==> config.mk <==
export PLATFORM = sky130hd
export DESIGN_NAME = icache_direct_mapped
export DESIGN_NICKNAME = d
export VERILOG_FILES = /design/src/rtl/icache_direct_mapped_pkg.sv /design/src/rtl/icache_line_store.sv /design/src/rtl/icache_direct_mapped.sv
export SDC_FILE = /design/constraint.sdc
export NUM_CORES = 1
export LEC_CHECK = 0
export ABC_AREA = 1
export BUFFER_PORTS_ARGS = -buffer_cell sky130_fd_sc_hd__clkbuf_2
export CORE_UTILIZATION = 56
export DETAILED_ROUTE_END_ITERATION = 12
export PLACE_DENSITY = 0.83
export REMOVE_ABC_BUFFERS = 1
export SETUP_SLACK_MARGIN = 0.05
export SLEW_MARGIN = 20
export SYNTH_ARGS = -nofsm -noshare
export SYNTH_HDL_FRONTEND = slang
export SYNTH_SLANG_ARGS = --single-unit
==> constraint.sdc <==
create_clock -name clk -period 14.9 [get_ports clk]
set_clock_uncertainty 0.1 [all_clocks]
set_input_delay 3.725 -clock clk [delete_from_list [all_inputs] [get_ports clk]]
set_output_delay 3.725 -clock clk [all_outputs]
set_load 0.05 [all_outputs]
==> src/rtl/icache_direct_mapped_pkg.sv <==
// Shared types and constants for the direct-mapped instruction cache.
// Latency: n/a (declarations only).
// Backpressure: n/a.
// Contents: FSM state encoding, line/word/offset widths, tag-width helper.
package icache_direct_mapped_pkg;

  typedef enum logic {
    IDLE     = 1'b0,
    ALLOCATE = 1'b1
  } state_t;

  localparam int LINE_W   = 128;
  localparam int WORD_W   = 32;
  localparam int OFFSET_W = 2;

  // Tag bits left over once the word offset and the index are removed.
  function automatic int tag_width(input int addr_w, input int idx_w);
    return addr_w - OFFSET_W - idx_w;
  endfunction

endpackage

==> src/rtl/icache_line_store.sv <==
// Valid/tag/data arrays of the direct-mapped instruction cache.
// Latency: read port is combinational; refill write lands on the next clk edge.
// Backpressure: none, the single write port always accepts.
// Ports: clk/rst_n; wr_en/wr_idx/wr_tag/wr_line refill port;
//        rd_idx/rd_off in, rd_valid/rd_tag/rd_word out for the lookup port.
module icache_line_store
  import icache_direct_mapped_pkg::*;
#(
  parameter int NUM_BLOCKS = 8,
  parameter int IDX_W      = 3,
  parameter int TAG_W      = 25
) (
  input  logic                clk,
  input  logic                rst_n,
  input  logic                wr_en,
  input  logic [IDX_W-1:0]    wr_idx,
  input  logic [TAG_W-1:0]    wr_tag,
  input  logic [LINE_W-1:0]   wr_line,
  input  logic [IDX_W-1:0]    rd_idx,
  input  logic [OFFSET_W-1:0] rd_off,
  output logic                rd_valid,
  output logic [TAG_W-1:0]    rd_tag,
  output logic [WORD_W-1:0]   rd_word
);

  logic [NUM_BLOCKS-1:0] valid_q;
  logic [TAG_W-1:0]      tag_mem  [NUM_BLOCKS];
  logic [LINE_W-1:0]     data_mem [NUM_BLOCKS];
  logic [LINE_W-1:0]     rd_line;

  // Only the valid bits need a reset; tag/data are qualified by them.
  always_ff @(posedge clk) begin
    if (!rst_n) begin
      valid_q <= '0;
    end else if (wr_en) begin
      valid_q[wr_idx] <= 1'b1;
    end
  end

  always_ff @(posedge clk) begin
    if (wr_en) begin
      tag_mem[wr_idx]  <= wr_tag;
      data_mem[wr_idx] <= wr_line;
    end
  end

  assign rd_valid = valid_q[rd_idx];
  assign rd_tag   = tag_mem[rd_idx];
  assign rd_line  = data_mem[rd_idx];
  // Word n sits at bits [32n+31:32n]; {off,5'b0} is 32*off.
  assign rd_word  = rd_line[{rd_off, 5'b0} +: WORD_W];

endmodule

==> src/rtl/icache_direct_mapped.sv <==
// Read-only direct-mapped instruction cache between the IF stage and instruction memory.
// Latency: hits return data combinationally in the request cycle; a miss costs >= 2 cycles.
// Backpressure: proc_stall holds the fetch stage; refill waits on the mem_ready pulse indefinitely.
// Ports: clk, rst_n (sync, active-low); proc_read/proc_addr in, proc_rdata/proc_stall out;
//        mem_read/mem_addr out (registered), mem_rdata/mem_ready in.
module icache_direct_mapped
  import icache_direct_mapped_pkg::*;
#(
  parameter int NUM_BLOCKS = 8,
  parameter int ADDR_W     = 30
) (
  input  logic                clk,
  input  logic                rst_n,
  input  logic                proc_read,
  input  logic [ADDR_W-1:0]   proc_addr,
  output logic [WORD_W-1:0]   proc_rdata,
  output logic                proc_stall,
  output logic                mem_read,
  output logic [ADDR_W-3:0]   mem_addr,
  input  logic [LINE_W-1:0]   mem_rdata,
  input  logic                mem_ready
);

  localparam int IDX_W = $clog2(NUM_BLOCKS);
  localparam int TAG_W = tag_width(ADDR_W, IDX_W);

  state_t              state;
  logic [ADDR_W-3:0]   line_addr_q;   // latched line address, also drives mem_addr

  logic [OFFSET_W-1:0] req_off;
  logic [IDX_W-1:0]    req_idx;
  logic [TAG_W-1:0]    req_tag;
  logic                rd_valid;
  logic [TAG_W-1:0]    rd_tag;
  logic [WORD_W-1:0]   rd_word;
  logic                hit;
  logic                refill_we;

  assign req_off = proc_addr[OFFSET_W-1:0];
  assign req_idx = proc_addr[IDX_W+OFFSET_W-1:OFFSET_W];
  assign req_tag = proc_addr[ADDR_W-1:IDX_W+OFFSET_W];

  assign hit       = proc_read && rd_valid && (rd_tag == req_tag);
  assign refill_we = (state == ALLOCATE) && mem_ready;

  icache_line_store #(
    .NUM_BLOCKS (NUM_BLOCKS),
    .IDX_W      (IDX_W),
    .TAG_W      (TAG_W)
  ) u_line_store (
    .clk      (clk),
    .rst_n    (rst_n),
    .wr_en    (refill_we),
    .wr_idx   (line_addr_q[IDX_W-1:0]),
    .wr_tag   (line_addr_q[ADDR_W-3:IDX_W]),
    .wr_line  (mem_rdata),
    .rd_idx   (req_idx),
    .rd_off   (req_off),
    .rd_valid (rd_valid),
    .rd_tag   (rd_tag),
    .rd_word  (rd_word)
  );

  // The refill cycle itself still stalls; the fetch is replayed from the
  // first IDLE cycle against whatever proc_addr is then presented.
  assign proc_stall = (state == ALLOCATE) || (proc_read && !hit);
  assign proc_rdata = ((state == IDLE) && hit) ? rd_word : '0;
  assign mem_addr   = line_addr_q;

  always_ff @(posedge clk) begin
    if (!rst_n) begin
      state       <= IDLE;
      mem_read    <= 1'b0;
      line_addr_q <= '0;
    end else begin
      case (state)
        IDLE: begin
          if (proc_read && !hit) begin
            line_addr_q <= proc_addr[ADDR_W-1:OFFSET_W];
            mem_read    <= 1'b1;
            state       <= ALLOCATE;
          end
        end
        ALLOCATE: begin
          if (mem_ready) begin
            mem_read <= 1'b0;
            state    <= IDLE;
          end
        end
        default: begin
          mem_read <= 1'b0;
          state    <= IDLE;
        end
      endcase
    end
  end

endmodule
== After elaboration in Yosys (flattened, before gate mapping) ==
Memory sizes are Yosys's and may differ from the RTL's.
Index checks and enable logic that the tools add are counted.
Word-level totals
  flip-flop bits (word level): 38
  RAM bits: 1224
  bits of input ports: 162
  output and inout bits: 62
  logic and storage cells: 38
  memories: 2
Memories
  u_line_store.data_mem: words 8, bits a word 128, rd ports 1, clocked after memory_dff 0, write ports 1, line icache_line_store.sv:28  | logic [LINE_W-1:0] data_mem [NUM_BLOCKS];
  u_line_store.tag_mem: words 8, bits a word 25, rd ports 1, clocked after memory_dff 0, write ports 1, line icache_line_store.sv:27  | logic [TAG_W-1:0] tag_mem [NUM_BLOCKS];
Operators by class
  $lt $le $gt $ge: 3
  equal/unequal tests: 3
  shifts and indexed selects: 1
  multiplexer cells: 13
  bitwise operators: 2
  reduce and logical (&&, ||, !) cells: 10
Operators with widths (number)
  128-bit by 8-bit variable part select with 32-bit output: 1
  32-bit 2-to-1 mux: 1
  25-bit == test: 1
  3-bit by 4-bit < comparator with 1-bit output, second input constant: 2
  1-bit 2-to-1 mux: 8
  8-bit OR: 1
  1-bit logical AND: 6
  1-bit case mux with 2 select lines: 2
  2-bit AND reduction: 2
  1-bit binary-select mux with 3-bit select: 1
  1-bit demux with 3-bit select: 1
  3-bit by 1-bit greater-or-equal comparator with 1-bit output, second input constant: 1
  2-bit by 1-bit != test with 1-bit output, second input constant: 1
  2-bit != test, second input constant: 1
  1-bit zero test: 1
  1-bit logical OR: 1
  1-bit inverter: 1

== Logic depth before layout (Yosys ltp) ==
  word-level depth: 8
  mapped depth: 23
  gate-level depth less buffers: 18

== Hierarchy ==
A second synthesis with hierarchy kept.
Unflattened totals
  cell total of the unflattened synthesis: 4560
  area, all modules: 51946.1 µm²
Modules (own cells, without submodules)
  icache_line_store: instances 1, cells each 4104, area each 49588.8 µm²
  icache_direct_mapped: instances 1, cells each 456, area each 2357.3 µm²

== Worst setup path before layout ==
Ideal clock, no wire load.
  path type: input to register
  start: input port mem_ready
  end: memory u_line_store.data_mem[1][0], enable pin
  setup time: 669 ps
  data arrival time: 10339 ps
  required time: 14131 ps
  setup slack: 3791 ps
  stages on the path: 4
  buffers on the path: 0
  cell sequence: nand2_1 -> nor2_1 -> inv_1 -> nor2_1
On the way
  word-level cells in the longest chain between the ends: 3
Ends and longest elaborated chain
  from (decl): line icache_direct_mapped.sv:21  | input logic mem_ready
  1-bit logical AND: line icache_direct_mapped.sv:44  | assign refill_we = (state == ALLOCATE) && mem_ready;
  1-bit 2-to-1 mux: line icache_line_store.sv:41  | if (wr_en) begin
  1-bit 2-to-1 mux (not written as such): line icache_line_store.sv:43  | data_mem[wr_idx] <= wr_line;
  to (decl): line icache_line_store.sv:28
Every way passes these cells.

== Worst setup path in the final report ==
  start: input port proc_addr[2]
  end: output port proc_rdata[22]
On the way
  word-level cells in the longest chain between the ends: 6
Ends and longest elaborated chain
  from (decl): line icache_direct_mapped.sv:15  | input logic [ADDR_W-1:0] proc_addr,
  branches (longest 5 deep; another with memory 8 x 128 bit)
  32-bit 2-to-1 mux (*): line icache_direct_mapped.sv:67  | assign proc_rdata = ((state == IDLE) && hit) ? rd_word : '0;
  to (decl): line icache_direct_mapped.sv:16  | output logic [WORD_W-1:0] proc_rdata,
Every way passes the cells marked *. The select of a mux whose other input is x is not followed.

==> flow_summary.toml <==
[run_status]
result_of_the_run = "complete, no violations"

[route]
drt-initial-drc-count = 4157
drt-wirelength-per-cell_um = 22.38
dr_total_vias = 33960
detail_route.drc_violations = 0
detail_route.vias_per_cell = 6.043
antenna_violating_nets_post_route = 0
drt-pass1-iter-count = 6
totalWireLength_mm = 125.8

[yosys]
seq_area_frac_synth_pct = 73.32
synth_common_cells = "edfxtp_1 (1224), nand2_1 (1192), a21oi_1 (444)"
netlist.area_leader.share_pct = 71.84
post_synth.cell_area_avg_um2 = 12.15
netlist_instances = 4210
synth.ff_latch_count = 1262
mappedNetlistArea_mm2 = 0.05117
synth_warnings = 0
synth_enable_flop_cells = 1224
synthTopCellsByArea = "edfxtp_1 (72%), nand2_1 (8.7%), a21oi_1 (4.3%), nand3_1 (2.1%), nor2_1 (1.6%)"
synth_flop_cell = "edfxtp_1"
synthArstFlopShare_pct = 0
yosysUniqueCellTypes = 34
synth.largest_area_cell = "edfxtp_1"
most_frequent_cell_after_synthesis = "edfxtp_1"

[clock_tree]
htree_num_levels = 3
cts_root_buf = "clkbuf_16"
number_of_buffers_created_by_cts = 121
cts_tree = "yes"
cts.repair_timing.setup_buffer_count = 0
worst_skew_pair.late_latency_ns = 0.72
cts_sinks = 1262
cts_buffer_depth = 3
register_clock_pin_slew_on_the_reported_worst_setup_and_hold_paths_ns = 0.06
hold_buffers = 0
cts_resized = 0

[die]
ioPinCount = 224
die_w_um = 304.3
fp.dieArea_mm2 = 0.09258
initial_core_util_pct = 56.67
die_height_um = 304.3
row_count = 110
core-area_mm2 = 0.09029

[sta]
period_share_pct = 80.96
finalSetupTns_ns = 0
final.hold.worst_slack_ns = 0.3657
setup_viol = 0
grt_setup_unrepaired = "false"
max-slew-margin-rel_pct = 21.90
post-route-min-period_ns = 12.06
achievable-frequency_ghz = 0.08290
timing.final.hold_violations = 0
worst_pin_slew_ns = 1.172
timing.final.max_slew_violations = 0

[power_and_ir_drop]
vdd_ir_drop_max_uv = 114.2
power_density_of_the_placed_cells_mw_per_mm2 = 132.9
finalPower_mw = 7.591
clock_power_share_pct = 41.5
power.static_leakage_nw = 21.10
power_report.internal_total_mw = 5.911
p_switching_mw = 1.679
share_of_total_power_in_sequential_cells_pct = 52.2
power_frac_comb_pct = 6.2
power_switching_share_pct = 22.12

[critical_path]
cp_data_arrival_time_ns = 8.24
worstReg2RegEnd = "u_line_store.data_mem[4][81]$_DFFE_PP_"
cp_slowest_cell = "buf_4"
endpoint_kind = "output port"
worst-r2r-cell-count = 6
r2r_slack_ns = 11.56
critical-path-max-stage-delay_ns = 0.82
required_ns = 11.07
crit_type = "in -> out"
crit-reg2reg-launch = "state$_SDFF_PN0_"
timing.critical_path.cells = "buf_8, inv_8, buf_16, buf_4, buf_12, a21oi_1, o311ai_0, o31ai_1, a21o_1, nor2_1, clkbuf_2"
timing.critical_path.from_type = "input pin"
worst_path_fanout_max = 236

[min_path]
hold-path-cell-count = 2
timing.hold.worst_endpoint = "u_line_store.valid_q[5]$_SDFFE_PN0P_"
worstHoldStart = "u_line_store.valid_q[5]$_SDFFE_PN0P_"
hp-class = "reg -> reg"

[final_layout]
post_route_cells_drive_above_1_share_pct = 10.83
design.final.nets = 4493
final_util_pct = 63.28
area_delta_synth_final_pct = 11.67
finalInstanceArea_mm2 = 0.05713

[placement]
io_buffers = 223
dp_area_mm2 = 0.05295
gp_routability_congestion = 0.8494
dp.final_hpwl_mm = 63.78

[global_routing]
first_global_vias = 33530
grt.total_usage_pct = 26.71
global_route.overflow_total = 0
grt_antenna_before_repair = 25
first_pass_grt_wire_length_mm = 190.0
grt_max_degree = 237

[job]
max_cap_viol_count = 0
worst max-delay path, delay by kind of cell:
kind	cells	cell delay, ns
buffers and inverters	6	2.91
AO/OA/AOI/OAI	4	1.06
AND/OR/NAND/NOR	1	0.11
area by class of cell:
type                       instances  area, um2
clock inverter                    79      930.9
inverter                         211      814.5
fill                            6422      33150
antenna                           10      25.02
timing repair buffer             275       1580
clock buffer                     147       3197
sequential                      1262      37520
multi-input combinational       2460      11600
tap                             1176       1471
metrics by stage:
stage	instances	setup slack, ns
2_1_floorplan	3933	0.3060
3_3_place_gp	5383	2.863
3_5_place_dp	5383	2.890
4_1_cts	5609	2.891
5_1_grt	5619	2.572
6_report	5620	2.837
cells in the final DEF, fill, tap and decap left out, types with 21 or more instances in the layout:
cell type	synthesis	routed
inv_1	207	206
a221oi_1	31	31
nand4_1	33	33
o31ai_1	31	31
buf_4	11	50
a21oi_1	444	444
o21ai_1	37	37
clkinv_1	1	21
nand2_1	1192	1192
clkinv_2	0	28
o311ai_0	73	73
o21ai_0	27	27
clkbuf_2	0	219
a21o_1	31	31
dfxtp_1	38	38
a32o_1	25	25
edfxtp_1	1224	1224
a22oi_1	62	62
nor2_1	213	205
clkbuf_16	0	122
nand3_1	219	218
power groups by stage:
| stage | sequential [mW] | clock [mW] | combinational, mW |
|---|---|---|---|
| floorplan | 4.07 | 0 | 0.239 |
| finish | 3.97 | 3.15 | 0.474 |
| global route | 3.97 | 3.30 | 0.517 |
| detailed placement | 4.04 | 0 | 0.462 |
| global placement | 4.04 | 0 | 0.449 |
| CTS | 3.96 | 3.17 | 0.467 |
layer usage:
| metal | vias to the layer above | track usage (%) | part of all wire, % |
|---|---|---|---|
| li1 | 15320 | - | - |
| met1 | 16430 | 34.83 | 38 |
| met2 | 1896 | 43.86 | 49 |
| met3 | 292 | 6.094 | 10 |
| met4 | 28 | 10.17 | 3.1 |
| met5 | - | 0 | 0.14 |
cells by family (layout without fill, tap and decap cells):
group | count (synthesis) | count (layout) | share of synthesized area (%)
DFF | 1262 | 1262 | 73.32
and+or+nand+nor | 1667 | 1667 | 12.99
AOI/OAI and AO/OA | 793 | 793 | 9.557
buffers and inverters | 488 | 712 | 4.133
other | 0 | 10 | 0
state kept, by name (all words and copies together) (netlist names):
name                   cells
u_line_store.valid_q       8
mem_read                   1
state                      1
u_line_store.tag_mem     200
mem_addr                  28
u_line_store.data_mem   1024
how the worst max path moves through the flow:
stage                     endpoint    startpoint  depth (start not counted)  slack, ns
global placement     proc_rdata[2]  proc_addr[4]                         12       2.86
detailed placement   proc_rdata[2]  proc_addr[4]                         12       2.89
CTS                  proc_rdata[2]  proc_addr[4]                         12       2.89
floorplan            proc_rdata[0]  proc_addr[2]                         11       0.31
global route         proc_rdata[6]  proc_addr[2]                         11       2.57
finish              proc_rdata[22]  proc_addr[2]                         11       2.84
(Power assumes the default switching activity.)
